**config.mk**
```make
export PLATFORM = sky130hd
export DESIGN_NAME = pc_sequencer
export DESIGN_NICKNAME = d
export VERILOG_FILES = /design/src/rtl/cpu_pkg.sv /design/src/rtl/pc_redirect_mux.sv /design/src/rtl/pc_sequencer.sv
export SDC_FILE = /design/constraint.sdc
export NUM_CORES = 1
export LEC_CHECK = 0
export ABC_AREA = 1
export BUFFER_PORTS_ARGS = -buffer_cell sky130_fd_sc_hd__buf_2
export CAP_MARGIN = 20
export CORE_UTILIZATION = 40
export DETAILED_ROUTE_END_ITERATION = 8
export PLACE_DENSITY = 0.71
export REMOVE_ABC_BUFFERS = 1
export SLEW_MARGIN = 0
export SYNTH_ARGS = -nofsm -noshare
export SYNTH_HDL_FRONTEND = slang
export SYNTH_SLANG_ARGS = --single-unit
```
**constraint.sdc**
```tcl
create_clock -name clk -period 1.9 [get_ports clk]
set_clock_uncertainty 0.2 [all_clocks]
set_input_delay 0.38 -clock clk [delete_from_list [all_inputs] [get_ports clk]]
set_output_delay 0.38 -clock clk [all_outputs]
set_load 0.02 [all_outputs]
```
**src/rtl/cpu_pkg.sv**
```systemverilog
// Shared types and defaults for the fetch front end.
//   state_e    : fetch FSM states (BOOT, FETCH, HOLD)
//   redir_src_e: which source won the redirect priority select
//   RESET_VECTOR_DEF / EXC_VECTOR_DEF : default vector addresses
package cpu_pkg;

  typedef enum logic [1:0] {
    BOOT  = 2'd0,
    FETCH = 2'd1,
    HOLD  = 2'd2
  } state_e;

  typedef enum logic [1:0] {
    NONE   = 2'd0,
    BRANCH = 2'd1,
    JUMP   = 2'd2,
    EXC    = 2'd3
  } redir_src_e;

  localparam logic [31:0] RESET_VECTOR_DEF = 32'h0000_0000;
  localparam logic [31:0] EXC_VECTOR_DEF   = 32'h0000_0080;

endpackage

```
**src/rtl/pc_redirect_mux.sv**
```systemverilog
// Combinational priority select of the redirect target.
// Priority: exception > jump > branch_taken. The target is word aligned
// (bits [1:0] forced to zero).
// Ports:
//   exception_i, jump_i, branch_taken_i : redirect requests
//   jump_target_i, branch_target_i      : candidate destinations
//   redirect_valid_o                    : any redirect requested
//   redirect_target_o                   : aligned winning target
//   redirect_src_o                      : winning source
module pc_redirect_mux
  import cpu_pkg::*;
#(
  parameter int unsigned     ADDR_W     = 32,
  parameter logic [ADDR_W-1:0] EXC_VECTOR = EXC_VECTOR_DEF[ADDR_W-1:0]
) (
  input  logic              exception_i,
  input  logic              jump_i,
  input  logic [ADDR_W-1:0] jump_target_i,
  input  logic              branch_taken_i,
  input  logic [ADDR_W-1:0] branch_target_i,
  output logic              redirect_valid_o,
  output logic [ADDR_W-1:0] redirect_target_o,
  output redir_src_e        redirect_src_o
);

  logic [ADDR_W-1:0] raw_target;

  always_comb begin
    raw_target     = '0;
    redirect_src_o = NONE;
    if (exception_i) begin
      raw_target     = EXC_VECTOR;
      redirect_src_o = EXC;
    end else if (jump_i) begin
      raw_target     = jump_target_i;
      redirect_src_o = JUMP;
    end else if (branch_taken_i) begin
      raw_target     = branch_target_i;
      redirect_src_o = BRANCH;
    end
  end

  assign redirect_valid_o  = (redirect_src_o != NONE);
  assign redirect_target_o = {raw_target[ADDR_W-1:2], 2'b00};

endmodule

```
**src/rtl/pc_sequencer.sv**
```systemverilog
// Program counter and instruction fetch sequencer.
// Owns the PC register, runs the level req/ack handshake with instruction
// memory and presents one fetched instruction at a time to decode.
// Ports:
//   clk, rst (sync, active high)
//   stall                       : decode backpressure
//   exception/jump/branch_taken : redirect requests (+ targets)
//   imem_req/imem_addr          : fetch request (imem_addr == pc)
//   imem_ack/imem_rdata         : fetch response for current imem_addr
//   pc                          : current fetch PC
//   instr_valid/instr/instr_pc  : fetched instruction to decode
//   flush                       : one-cycle pulse after a redirect
//   epc                         : exception return PC
module pc_sequencer
  import cpu_pkg::*;
#(
  parameter int unsigned       ADDR_W       = 32,
  parameter logic [ADDR_W-1:0] RESET_VECTOR = RESET_VECTOR_DEF[ADDR_W-1:0],
  parameter logic [ADDR_W-1:0] EXC_VECTOR   = EXC_VECTOR_DEF[ADDR_W-1:0]
) (
  input  logic              clk,
  input  logic              rst,
  input  logic              stall,
  input  logic              exception,
  input  logic              jump,
  input  logic [ADDR_W-1:0] jump_target,
  input  logic              branch_taken,
  input  logic [ADDR_W-1:0] branch_target,
  output logic              imem_req,
  output logic [ADDR_W-1:0] imem_addr,
  input  logic              imem_ack,
  input  logic [ADDR_W-1:0] imem_rdata,
  output logic [ADDR_W-1:0] pc,
  output logic              instr_valid,
  output logic [ADDR_W-1:0] instr,
  output logic [ADDR_W-1:0] instr_pc,
  output logic              flush,
  output logic [ADDR_W-1:0] epc
);

  state_e            state_q, state_d;
  logic [ADDR_W-1:0] pc_q, pc_d;
  logic [ADDR_W-1:0] instr_q, instr_d;
  logic [ADDR_W-1:0] instr_pc_q, instr_pc_d;
  logic              valid_q, valid_d;
  logic              flush_q, flush_d;
  logic [ADDR_W-1:0] epc_q, epc_d;

  logic              redir_valid;
  logic [ADDR_W-1:0] redir_target;
  redir_src_e        redir_src;

  pc_redirect_mux #(
    .ADDR_W    (ADDR_W),
    .EXC_VECTOR(EXC_VECTOR)
  ) u_redirect_mux (
    .exception_i      (exception),
    .jump_i           (jump),
    .jump_target_i    (jump_target),
    .branch_taken_i   (branch_taken),
    .branch_target_i  (branch_target),
    .redirect_valid_o (redir_valid),
    .redirect_target_o(redir_target),
    .redirect_src_o   (redir_src)
  );

  always_comb begin
    state_d    = state_q;
    pc_d       = pc_q;
    instr_d    = instr_q;
    instr_pc_d = instr_pc_q;
    valid_d    = valid_q;
    flush_d    = 1'b0;
    epc_d      = epc_q;

    unique case (state_q)
      BOOT: begin
        state_d = FETCH;
      end
      FETCH, HOLD: begin
        if (redir_valid) begin
          // Redirect beats stall and discards any ack seen this cycle.
          state_d = FETCH;
          pc_d    = redir_target;
          valid_d = 1'b0;
          flush_d = 1'b1;
          if (redir_src == EXC) begin
            epc_d = valid_q ? instr_pc_q : pc_q;
          end
        end else if (state_q == FETCH) begin
          if (imem_ack) begin
            instr_d    = imem_rdata;
            instr_pc_d = pc_q;
            valid_d    = 1'b1;
            pc_d       = pc_q + ADDR_W'(4);
            state_d    = stall ? HOLD : FETCH;
          end else begin
            valid_d = 1'b0;
          end
        end else if (!stall) begin
          state_d = FETCH;
        end
      end
      default: state_d = BOOT;
    endcase
  end

  always_ff @(posedge clk) begin
    if (rst) begin
      state_q    <= BOOT;
      pc_q       <= RESET_VECTOR;
      instr_q    <= '0;
      instr_pc_q <= '0;
      valid_q    <= 1'b0;
      flush_q    <= 1'b0;
      epc_q      <= '0;
    end else begin
      state_q    <= state_d;
      pc_q       <= pc_d;
      instr_q    <= instr_d;
      instr_pc_q <= instr_pc_d;
      valid_q    <= valid_d;
      flush_q    <= flush_d;
      epc_q      <= epc_d;
    end
  end

  assign imem_req    = (state_q == FETCH);
  assign imem_addr   = pc_q;
  assign pc          = pc_q;
  assign instr_valid = valid_q;
  assign instr       = instr_q;
  assign instr_pc    = instr_pc_q;
  assign flush       = flush_q;
  assign epc         = epc_q;

endmodule

```
==> results list, run 1 <==
* Status: completed
* Global placement routability congestion: 0.825
- After clock tree synthesis, the clock-pin slew on the worst setup and hold paths is 50 ps.
- Worst IR drop on VDD: 659 µV
- In this run, flip-flops and latches consume 39.0% of the power.
- CTS Root Cell: clkbuf_16
- The number of different library cells used by synthesis comes to 28.
- The worst setup path is launched from a flip-flop.
- Dividing the final minimum period by the clock period gives 98.3%.
* Final wirelength: 21,400 µm
- After floorplanning, the core was sized to cover 15,400 µm².
- At the end of the flow, the number of nets in the layout was 1,294.
- Via density per instance: 5.02
- The final hold violation count was 0.
- Post-route minimum period: 1870 ps
- The finished layout holds 1,412 standard cells, fillers aside.
- CTS tree: done
- Global routing consumed, over all layers together, 25.3% of the routing resources.
- Fraction of power consumed by the clock network: 41.8%
- The finished cells cover 9030 µm².
- For this block, the initial DRC count from the detailed router was 384.
- Seq cells post-synth: 126
- Net switching component of the power: 2.17 mW
* Gate count of the mapped netlist: 910
- Growth of design area from synthesis to finish: 41.5%
- The min-delay analysis places its worst path in the category in -> reg.
* Starting density of the core: 41.5%
* Number of buffers added on ports: 253
- Combinational logic is responsible for 19.2% of the overall power.
- Buffers inserted during clock tree synthesis total 17.
- # DRC: 0
* Number of placed cells counting well taps: 1,346
- CTS built an H-tree with a depth of 4.
- Across all layers, the routed design uses 7,091 vias.
- Share of layout cells above drive strength 1: 30.8%
- Data arrives at the worst endpoint at 1290 ps.
- Count of standard-cell rows: 45
- Number of warnings issued by yosys: 0
* Min Hold Slack: 16.4 ps
- DPL Wire Length: 14,700 µm
* Fraction of the core area covered by cells at the end of the flow: 58.8%
* Number of max-cap violations: 0
- Once placement finished, the instance area stood at 7980 µm².
* Number of slew-limit violations in the final report: 0
- Entering global routing, the biggest net connects 77 pins.
- Fraction of power spent switching nets: 29.0%
- Internal: 5.31 mW
- Ratio of total power to cell area: 829 nW/µm²
* Number of global-route vias before repair: 6,548
- Clock Sink Count: 126
- Max Freq: 0.535 GHz
- Avg Inst Size Synth: 7.01 µm²
* First-pass GRT wire length: 32,700 µm
- Setup violations remaining at the end of the flow were counted as 0.
* Post-synth design cell area: 6380 µm²
- The initial antenna violation count was 1.
* Crit. End Element: output pin
* Seq/Total Area, Yosys: 39.5%
- Of all nets on the critical path, the largest fanout is 4.
* Average wire length per cell after detail routing: 15.2 µm
- Remaining global-route overflow: 0
* Ports placed on the boundary: 266
- Die span in x: 128 µm
- For this design the static power due to leakage is 4.45 nW.
- Worst Path Class, Setup: reg -> out
- For the worst-skew pair, the clock arrives at the later sink with an insertion delay of 420 ps.
* Maximum buffer depth of the clock tree: 2
- Overall die area: 16,500 µm²
- For the final routed database, the setup TNS stands at 0 ps.
- Number of nets still failing antenna checks after routing: 0
- Measured along the y axis, the die boundary spans 128 µm.
- Initial DRT Pass Iterations: 5
- Data required time of the worst path: 1320 ps
## layer usage
metal / part of all wire (%) / wire length [µm] / global-route usage (%) / vias up
met1: 43 / 9200 / 31.0 / 3252
li1: - / - / - / 3551
met2: 49 / 10500 / 43.6 / 263
met3: 6.5 / 1400 / 6.30 / 25
met5: 0 / 0 / 0 / -
met4: 1.4 / 299 / 7.61 / 0
## power by group through the flow
stage               clock [mW]  combinational [mW]  sequential (mW)
CTS                       3.16                1.36             2.91
floorplan                    0               0.435             3.21
global placement             0                1.29             2.97
finish                    3.13                1.44             2.92
detailed placement           0                1.30             2.97
global route              3.29                1.57             2.94
## placed cells by master, fill, tap and decap left out, types with 2 or more instances in the layout
cell type	n
nor2_1	103
a31oi_1	6
a22oi_1	23
o22ai_1	2
ha_1	2
buf_12	11
dfxtp_2	2
inv_1	94
nand2_2	3
o211ai_1	58
clkbuf_16	21
clkbuf_1	7
nand2_1	136
dlygate4sd3_1	28
a21oi_1	62
dfxtp_1	124
o21bai_1	3
buf_4	45
conb_1	8
nor2_2	4
clkinv_2	5
ha_4	2
o21ai_1	3
nand4_1	2
buf_6	5
o21ai_0	125
buf_2	252
nand2_4	2
nor2_4	6
bufinv_16	2
nand3_1	42
inv_2	4
## Yosys cell counts
master,number,area (µm²)
a22oi_1,23,173
clkbuf_1,30,113
nor2_1,106,398
buf_6,2,22.5
dfxtp_1,126,2520
nor2_4,3,33.8
clkinv_1,1,3.75
buf_2,20,100
o21bai_1,3,22.5
a31oi_1,6,37.5
o21ai_1,1,5.00
nand2_1,136,510
nand2_2,6,37.5
a21oi_1,63,315
nand3_1,43,215
buf_1,1,3.75
nor2_2,4,25.0
a22o_1,1,8.76
conb_1,1,3.75
o22ai_1,2,12.5
buf_4,41,308
nand4_1,2,12.5
and2_1,1,6.26
o211ai_1,58,435
inv_2,3,11.3
o21ai_0,127,636
ha_1,4,50.1
inv_1,96,360
## sequential cells by signal (all words and copies together), names as in the netlist
signal and cells:
instr_pc 30, flush 1, instr_valid 1, state_q 2
instr 32, imem_addr 30, epc 30
## stage by stage
step                worst slack (ps)  power [mW]
floorplan                       -863        3.64
global placement                54.4        4.25
detailed placement             -13.3        4.27
CTS                            -8.91        7.43
global route                   -19.0        7.79
finish                          31.9        7.48
## logic make-up (layout without fill, tap and decap cells)
logic type | count (synthesis) | count (layout) | share of synthesized area [%]
other cells | 1 | 9 | 0.0588
compound gates | 284 | 284 | 25.8
buf+inv | 194 | 477 | 14.4
fa+ha+maj | 4 | 4 | 0.784
simple gates | 301 | 301 | 19.4
flops | 126 | 126 | 39.5
## worst paths after layout
kind / end / from / cells after the start / slack, ps
setup / recovery: imem_req / state_q[0] / 4 / 30
hold / removal: instr[12] / imem_rdata[12] / 3 / 20
setup reg to reg: imem_addr[22] / state_q[0] / 9 / 80
hold reg to reg: epc[16] / epc[16] / 2 / 290
## worst max-delay path, cell delays in order, from the launching register on
cell	delay [ps]
dfxtp_1	310
buf_6	130
ha_4	160
buf_4	140
buf_6	130
## repair_timing
item,4_1_cts,5_1_grt
hold endpoints to repair,28,0
cloned,0,4
resized for setup,4,23
pin swaps,1,4
hold buffers,28,0
buffers inserted,0,1
endpoints found under the setup margin,14,99
## area by class of cell
cell class / instances / area (µm²)
fill: 1441 / 6340
multi-input combinational: 597 / 3050
sequential: 126 / 2520
timing repair buffer: 345 / 2260
clock buffer: 25 / 465
inverter: 100 / 379
tap: 211 / 264
clock inverter: 7 / 87.6
antenna: 1 / 2.50
Note: power is estimated with default switching activity, not from simulation.
==> run 2, diff against run 1 <==
--- a/config.mk
+++ b/config.mk
@@ -8,9 +8,10 @@
 export ABC_AREA = 1
 export BUFFER_PORTS_ARGS = -buffer_cell sky130_fd_sc_hd__buf_2
 export CAP_MARGIN = 20
-export CORE_UTILIZATION = 40
+export CORE_UTILIZATION = 44
+export CTS_CLUSTER_SIZE = 25
 export DETAILED_ROUTE_END_ITERATION = 8
-export PLACE_DENSITY = 0.71
+export PLACE_DENSITY = 0.77
 export REMOVE_ABC_BUFFERS = 1
 export SLEW_MARGIN = 0
 export SYNTH_ARGS = -nofsm -noshare
==> run 2 against run 1 <==
Net effect: sequential power about the same; setup slack improved by 13 ps; final cell count decreased by 3.1%; combinational power decreased by 7%; clock-buffer cell count decreased by 3; largest power group unchanged; via count increased by 0.86%; non-clock buffer count decreased by 13; routed wire length decreased by 3.1%; worst hold slack got worse by 5.1 ps; global-route usage increased by 1.8 points; largest cell class unchanged; die area decreased by 8.9%; critical path depth unchanged.
==> results list, run 2 (synthesis results as in run 1) <==
- TritonCTS built the clock tree.
* CTS Root Cell: clkbuf_16
* Count of standard-cell rows: 43 (-4.4%)
* Number of H-tree branching levels: 4 (unchanged)
* Share of layout cells above drive strength 1: 30.5% (-0.34 points)
- Place WS: -68.1 ps (-54.8 ps)
- Max Freq: 0.539 GHz (+0.71%)
- Min setup slack post-route: 44.9 ps (+13.1 ps)
- The count of maximum capacitance violations came to 0 (unchanged).
- The fraction of power consumed by the clock network is 42.0% (+0.2 points).
- Fraction of power spent switching nets: 29.2% (+0.24 points)
- Number of placed cells counting well taps: 1,303 (-3.2%)
* Destination of the worst hold path: instr[9]
- Average wire length per cell after detail routing: 15.2 µm (about the same)
* Floorplan die height: 122 µm (-4.6%)
- The endpoint arrival time on the critical path is 1280 ps (about the same).
- The count of input and output buffers is 253 (unchanged).
* Layout Nets: 1,281 (-1.0%)
- Clock Sink Count: 126 (unchanged)
- Origin of the critical flop-to-flop path: state_q[1]
- The worst hold path cell count is 3 (unchanged).
- Number of nets still failing antenna checks after routing: 0 (unchanged)
* Internal: 5.19 mW (-2.3%)
* Die span in x: 122 µm (-4.6%)
* Number of DRC violations after detailed-routing iteration 0: 556 (+45%)
- The overall power came to 7.34 mW (-1.9%).
- The critical path required time is 1320 ps (about the same).
- The pin count of the biggest net entering global routing came to 73 (-5.2%).
- The clock transition at the registers of the reported paths came to 60 ps (about the same).
- The global-route wire length before repair was 31,400 µm (-4.0%).
* Post-route minimum period: 1860 ps (-13.1 ps)
- The highest fanout seen on the critical path was 4 (unchanged).
* Leakage power total: 4.38 nW (-1.8%)
- The worst setup path is launched from a flip-flop.
- Via count: 7,152 (+0.86%)
- The area of the core came to 14,000 µm² (-8.6%).
- The total overflow reported by the global router is 0 (unchanged).
- Growth of design area from synthesis to finish: 38.8%
* Clock network latency to the later pin of the worst-skew pair: 420 ps (about the same)
- Number of flip-flops under the largest register name: 32 (unchanged)
- Ports placed on the boundary: 266 (unchanged)
* Net switching component of the power: 2.15 mW (-1.1%)
* Number of hold-slack violations in the final timing report: 0 (unchanged)
* Maximum buffer depth of the clock tree: 2 (unchanged)
- Commonest cells after routing, fill and taps aside: 252 x buf_2, 136 x nand2_1, 127 x o21ai_0
* Most frequent standard cell in the layout excluding fill and tap cells: buf_2
* Initial DRT Pass Iterations: 5 (unchanged)
* Number of global-route vias before repair: 6,256 (-4.5%)
- The areal power density over the cells came to 828 nW/µm² (about the same).
* Initial antenna violation count: 2 (+1)
- Worst Path Class, Setup: reg -> out
- The maximum ir drop on the vdd rail was 540 µV (-18%).
- Number of slew-limit violations in the final report: 0 (unchanged)
- The startpoint identified for the worst hold timing path is imem_rdata[9].
* Fraction of the core area covered by cells at the end of the flow: 63.1% (+4.3 points)
- Status: completed
- The slack of the worst reg-to-reg path was 120 ps (+40 ps).
- The fraction of the cycle the final worst path needs came to 97.6% (-0.69 points).
* Capturing point of the worst reg2reg path: instr[17]
- The relative contribution of combinational cells to total power was 18.3% (-0.9 points).
- Number of clock buffers inserted by TritonCTS: 17 (unchanged)
* Sequential fraction of design power: 39.8% (+0.8 points)
- Min Hold Slack: 11.3 ps (-5.11 ps)
* Non-filler instance count after layout: 1,368 (-3.1%)
- Total setup violations reported at the end of the flow: 0 (unchanged)
* DPL Wire Length: 14,200 µm (-3.4%)
* GRT Overall Usage: 27.1% (+1.8 points)
- Crit. End Element: output pin
- The total detailed-routing wirelength is 20,800 µm (-3.1%).
- The initial standard-cell utilization of the core was 45.5% (+3.9 points).
- The detailed-route vias per instance is 5.23 (+4.1%).
- Worst Reg-to-Reg Cells: 9 (unchanged)
- The remaining design rule violation count came to 0 (unchanged).
* Class of the tightest hold or removal check: in -> reg
- The weighted congestion at the end of routability-driven global placement is 0.872 (+5.7%).
- Overall die area: 15,000 µm² (-8.9%)
## run 2: cell types whose count changed in the layout (fill, tap and decap cells not counted), moves of 3 or more
cell        previous run  this run
buf_4                 45        32
clkbuf_1               7         2
clkinvlp_4             1         4
nand2_2                3         6
nor2_2                 4         7
## run 2: worst max path at each step
| stage | startpoint | end | slack, ps | depth (start not counted) |
|---|---|---|---|---|
| global route | state_q[0] | imem_req | -6 | 4 |
| finish | state_q[0] | imem_req | 40 | 4 |
| global placement | state_q[1] | instr_pc[23] | 20 | 7 |
| CTS | state_q[1] | instr_pc[15] | -20 | 7 |
| detailed placement | state_q[1] | instr_pc[15] | -70 | 7 |
| floorplan | state_q[0] | instr[0] | -860 | 7 |
## run 2: through the flow
stage          setup TNS (ps)  area (µm²)
3_5_place_dp             -840        7820
6_report                    0        8860
3_3_place_gp                0        7820
2_1_floorplan          -77480        5860
5_1_grt                 -5.92        8860
4_1_cts                 -24.0        8700
## run 2: timing repair
action	CTS	global route
pin swaps	1	1
setup buffers	0	1
setup endpoints to repair	36	113
endpoints found under the hold margin	30	0
gates cloned	0	2
hold buffers	29	0
gates resized for setup	8	19
## run 2: metal layers
layer,GRT usage [%],vias up,wire length [µm]
met3,6.51,28,1500
met2,43.3,322,9920
met5,0,-,13
met4,11.4,2,331
met1,34.7,3276,9000
li1,-,3524,-
## run 2: power by group through the flow
stage	logic, mW	registers, mW	clock network [mW]
floorplan	0.435	3.21	0
global placement	1.25	2.97	0
detailed placement	1.26	2.97	0
CTS	1.32	2.92	3.11
global route	1.47	2.94	3.26
finish	1.34	2.92	3.08
## run 2: layout make-up
type,count,area [µm²]
antenna,1,2.50
multi-input combinational,597,3010
fill,1223,5180
clock buffer,22,474
inverter,100,382
sequential,126,2530
tap,180,225
timing repair buffer,332,2150
clock inverter,10,88.8
## run 2: worst max-delay path: stages (launching register included)
cell     delay, ps
dfxtp_2        320
buf_6          120
ha_4           150
buf_4          150
buf_6          130
